--- src/rtl/sr_latch.sv ---
// Clocked active-low NAND SR latch with registered Q/Qbar and an invalid-state flag.
// Define SR_LATCH_SYNC_EN to add two-flop input synchronisers (three-clock latency).
module sr_latch #(
    parameter logic RESET_Q = 1'b0
) (
    input  logic clk,
    input  logic rst,
    output logic Q,
    output logic Qbar,
    input  logic S,
    input  logic R,
    output logic invalid
);

    typedef enum logic [1:0] {
        ST_ZERO    = 2'd0,
        ST_ONE     = 2'd1,
        ST_INVALID = 2'd2
    } state_t;

    localparam state_t RESET_STATE = RESET_Q ? ST_ONE : ST_ZERO;

    logic   set_n;
    logic   clr_n;
    state_t state;

`ifdef SR_LATCH_SYNC_EN
    logic [1:0] set_sync;
    logic [1:0] clr_sync;

    // Synchroniser flops idle at 1 so reset never looks like a request.
    always_ff @(posedge clk) begin
        if (rst) begin
            set_sync <= 2'b11;
            clr_sync <= 2'b11;
        end else begin
            set_sync <= {set_sync[0], S};
            clr_sync <= {clr_sync[0], R};
        end
    end

    assign set_n = set_sync[1];
    assign clr_n = clr_sync[1];
`else
    assign set_n = S;
    assign clr_n = R;
`endif

    // State and outputs update together so Q/Qbar/invalid come straight from flops.
    always_ff @(posedge clk) begin
        if (rst) begin
            state   <= RESET_STATE;
            Q       <= RESET_Q;
            Qbar    <= ~RESET_Q;
            invalid <= 1'b0;
        end else begin
            unique case ({set_n, clr_n})
                2'b00: begin
                    state   <= ST_INVALID;
                    Q       <= 1'b1;
                    Qbar    <= 1'b1;
                    invalid <= 1'b1;
                end
                2'b01: begin
                    state   <= ST_ONE;
                    Q       <= 1'b1;
                    Qbar    <= 1'b0;
                    invalid <= 1'b0;
                end
                2'b10: begin
                    state   <= ST_ZERO;
                    Q       <= 1'b0;
                    Qbar    <= 1'b1;
                    invalid <= 1'b0;
                end
                default: begin
                    // Memory holds, except the forced-high state resolves to Q=0.
                    if (state == ST_INVALID) begin
                        state   <= ST_ZERO;
                        Q       <= 1'b0;
                        Qbar    <= 1'b1;
                        invalid <= 1'b0;
                    end
                end
            endcase
        end
    end

endmodule

--- config.mk ---
export PLATFORM = sky130hd
export DESIGN_NAME = sr_latch
export DESIGN_NICKNAME = d
export VERILOG_FILES = /design/src/rtl/sr_latch.sv
export SDC_FILE = /design/constraint.sdc
export NUM_CORES = 1
export LEC_CHECK = 0
export ABC_CLOCK_PERIOD_IN_PS = 800
export BUFFER_PORTS_ARGS = -buffer_cell sky130_fd_sc_hd__buf_2
export CAP_MARGIN = 20
export CORE_AREA = 2 2 39 41
export CTS_CLUSTER_DIAMETER = 150
export DETAILED_ROUTE_END_ITERATION = 8
export DIE_AREA = 0 0 41 43
export PLACE_DENSITY = 0.35
export SLEW_MARGIN = 20
export SYNTH_ARGS = -nofsm -noshare
export SYNTH_HDL_FRONTEND = slang
export SYNTH_SLANG_ARGS = --single-unit
--- constraint.sdc ---
create_clock -name clk -period 0.8 [get_ports clk]
set_input_delay 0.12 -clock clk [delete_from_list [all_inputs] [get_ports clk]]
set_output_delay 0.12 -clock clk [all_outputs]
set_load 0.005 [all_outputs]
# After elaboration in Yosys (flattened, before gate mapping)
# Index checks and enable logic that the tools add are counted.
# W data, S select, Z words.
[op_classes] reduce_logical=8 eq_ne=3 muxes=7
[op_table] operator="$reduce_bool A3 Y1" count=3
[op_table] operator="$pmux W1 S2" count=3
[op_table] operator="$pmux W2 S3" count=1
[op_table] operator="$reduce_or A2 Y1" count=3
[op_table] operator="$eq A2 B2 Y1 const B" count=2
[op_table] operator="$reduce_bool A4 Y1" count=1
[op_table] operator="$eq A2 B1 Y1 const B" count=1
[op_table] operator="$logic_not A2 Y1" count=1
[op_table] operator="$mux W1" count=2
[op_table] operator="$mux W2" count=1
[word_totals] regBits=5 inputBits=4

# Longest topological paths before layout
[depth] word_depth=3 ltp_mapped=5 depth_no_buf=5

# Worst setup path before layout
# No wires, ideal clock.
[synth_path] path_type="reg2reg" start="reg state[0]" end="reg Q" path_buffers=0 required_ns=0.680 setup_time_ns=0.120 setup_slack_ns=-0.047 synth_period_minus_slack_ns=0.847 t_arrival_ns=0.726 stages_incl_launch_ff=4 path_cell_list="dfxtp_1 nand2b_4 a311oi_1 nor2_1"
[synth_between] elab_chain_len=2
[synth_rtl] item="start: declaration" line_no="25" text="state_t state;"
[synth_rtl] item="start signal: assignment" line_no="52" text="state <= RESET_STATE;"
[synth_rtl] item="start signal: assignment" line_no="59" text="state <= ST_INVALID;"
[synth_rtl] item="start signal: assignment" line_no="65" text="state <= ST_ONE;"
[synth_rtl] item="$eq A2 B2 Y1" line_no="78" text="if (state == ST_INVALID) begin"
[synth_rtl] item="$reduce_bool A3 Y1 (no source line)"
[synth_rtl] item="end signal: assignment" line_no="66" text="Q <= 1'b1;"
[synth_rtl] item="end signal: assignment" line_no="72" text="Q <= 1'b0;"
[synth_rtl] item="end signal: assignment" line_no="80" text="Q <= 1'b0;"
[synth_rtl] item="end: declaration" line_no="8" text="output logic Q,"
# Every way passes these cells.
# A chain may end at the register's enable or synchronous reset.

# Worst setup path after layout
# Ends and elaborated chain as after synthesis.

==> run metrics <==
outcome complete, but fails checks; failing checks negative setup slack; share of Yosys cell area claimed by the top area cell type between 40% and 50%; most frequent cells in the layout buf_2 (5), dfxtp_2 (4), inv_1 (4), buf_4 (4); Final Cycle Share 103%; CP cell instances nand2b_4, a311oi_2, nor2_1; full die area 1760 um2; synth top area cells dfxtp_1 (43%), ha_1 (16%), inv_1 (6.5%); first-pass GRT wire length approximately 860 um; Internal Power ~0.5 mW; most common cell after layout, fill and taps aside buf_2; buffers added on ports 6; fillers around 160; Layout Cells excl Fill 54; Yosys reg bits 5; post-route ant nets 0; 1st-pass router iterations 2; Register Area ~110 um2; critical path type flip-flop to flip-flop; routed wire length between 500 and 600 um; DR vias 220; initial drt markers 1; Mapped Area between 200 and 250 um2; Longest Clk Path Bufs 2; crit path max fanout 3; Multi-input gate area 125 um2; Worst Setup End Kind flip-flop; CTS buffer count 3; Final GP Congestion 0.803; slowest CP cell dfxtp_2; Area Growth Syn to Fin 54.6%; Worst VDD drop 0.669 mV; Worst-path clk slew approximately 0.050 ns; Die H ~43 um; Final WS setup -0.0272 ns; Clock Power Share 44.4%; Leakage 0.162 nW; Worst EP arrival 0.96 ns; placed insts between 40 and 50; Max Transition Viols Final 0; Final setup viols 5; share of cells above drive strength 1 52.6%; Placement Rows 14; Netlist cell types 11; Sequential Power Share about two fifths; I/O pin cnt 7; Comb power frac ~14%; Worst Skew between 0.002 and 0.003 ns; final hold vios 0; normalized max-slew margin approximately 87%; Worst EP required between 0.9 and 1 ns; CTS sink count 5; synth warn 0; switching power 0.159 mW; Total GRT Usage 7.63%; core area approximately 1400 um2; largest net degree at the start of global routing 6; Max Clock Freq approximately 1.2 GHz; post-synthesis instance total 24; PwrDens approximately 1900 nW/um2; worst skew pair latency 0.24 ns; CTS tree yes; Initial Utilization ~17%; vias per cell around 4; hold crit path type primary input to flip-flop; hold buffer count at cts 0; sw frac a little under a quarter; Die X around 40 um; Max-cap violations 0; Tmin final between 0.8 and 0.9 ns; synthesized area per cell 9.64 um2; Setup crit start kind flip-flop; HPWL after DPL roughly 380 um; Slew @ Worst Pin just under 0.2 ns; DRC violations left 0; H-Tree Depth 1; RSZ-0062 raised after global routing yes; drt wl/cell a little under 10 um; sequential-to-total area share from yosys stat a little over two fifths; fin nets 46; post-synth net total 31; Root Driver clkbuf_4; initial antenna violation count 0; GR Overflow Total 0; Max stage delay on crit path between 0.3 and 0.4 ns; top cell type by total area after synthesis dfxtp_1; vias in the first global route 224; Post-Route Setup TNS -0.0807 ns; antenna cell count 0
-- layer usage --
layer / GRT usage [%] / vias up / share of wire (%)
li1: - / 110 / -
met1: 9.00 / 101 / 46
met2: 9.38 / 7 / 49
met3: 3.14 / 2 / 2.5
met4: 8.00 / 0 / 2.6
met5: 0 / - / 0
-- synth_stat cells, drive strengths merged --
| library cell | count |
|---|---|
| a21oi | 2 |
| a311oi | 1 |
| a31oi | 2 |
| dfxtp | 5 |
| ha | 3 |
| inv | 4 |
| nand2b | 1 |
| nand3b | 1 |
| nand4b | 1 |
| nor2 | 3 |
| or2 | 1 |
-- area by class of cell --
cell class	instances	share of cell area, %
Tap cell	16	5.59
Inverter	4	4.20
Clock buffer	4	7.34
Sequential cell	5	29.4
Timing Repair Buffer	10	18.5
Multi-Input combinational cell	15	35.0
-- final timing paths --
kind / startpoint / to / slack (ns) / cells after the start
hold / removal: rst / invalid / 0.09 / 2
setup / recovery: state[0] / Q / -0.03 / 3
setup reg to reg: state[0] / Q / -0.03 / 3
hold reg to reg: Q / Q / 0.55 / 2
-- timing repair --
item                       CTS  global route
gates resized for setup      2             3
cloned                       0             0
setup endpoints to repair    6             7
pin swaps                    1             0
setup buffers                0             1
-- registers in the layout, summed over array words and instances (netlist names) --
| signal | flops |
|---|---|
| Q | 1 |
| Qbar | 1 |
| invalid | 1 |
| state | 2 |
-- power by group through the flow --
stage	Combinational, mW	Sequential (mW)	Clock [mW]
after detailed placement	0.0804	0.279	0
after CTS	0.0861	0.276	0.310
after global placement	0.0822	0.278	0
final	0.0928	0.278	0.297
after global routing	0.104	0.279	0.331
after floorplan	0.0398	0.280	0
-- per-stage QoR --
stage | instance area [um2] | utilization, % | setup WS, ns | hold slack, ns | power (mW)
global route | 358 | 25.9 | -0.0765 | 0.0996 | 0.714
detailed placement | 308 | 22.2 | -0.155 | 0.350 | 0.359
global placement | 308 | 22.2 | -0.180 | 0.359 | 0.361
finish | 358 | 25.9 | -0.0272 | 0.0925 | 0.668
CTS | 342 | 24.7 | -0.0299 | 0.0880 | 0.672
floorplan | 235 | - | -0.000629 | 0.185 | 0.319
-- logic make-up (layout without fill, tap and decap cells) --
| family | count (synthesis) | after routing | share of synthesized area, % |
|---|---|---|---|
| simple gates | 7 | 7 | 20.5 |
| buf+inv | 4 | 18 | 6.48 |
| compound gates | 5 | 5 | 13.5 |
| flops | 5 | 5 | 43.2 |
| fa+ha+maj | 3 | 3 | 16.2 |
-- worst max-delay path, delay by kind of cell (launching register included) --
kind	cells	cell delay, ns
compound gates	1	0.19
flops	1	0.31
simple gates	2	0.21
Note: power is estimated with default switching activity, not from simulation.
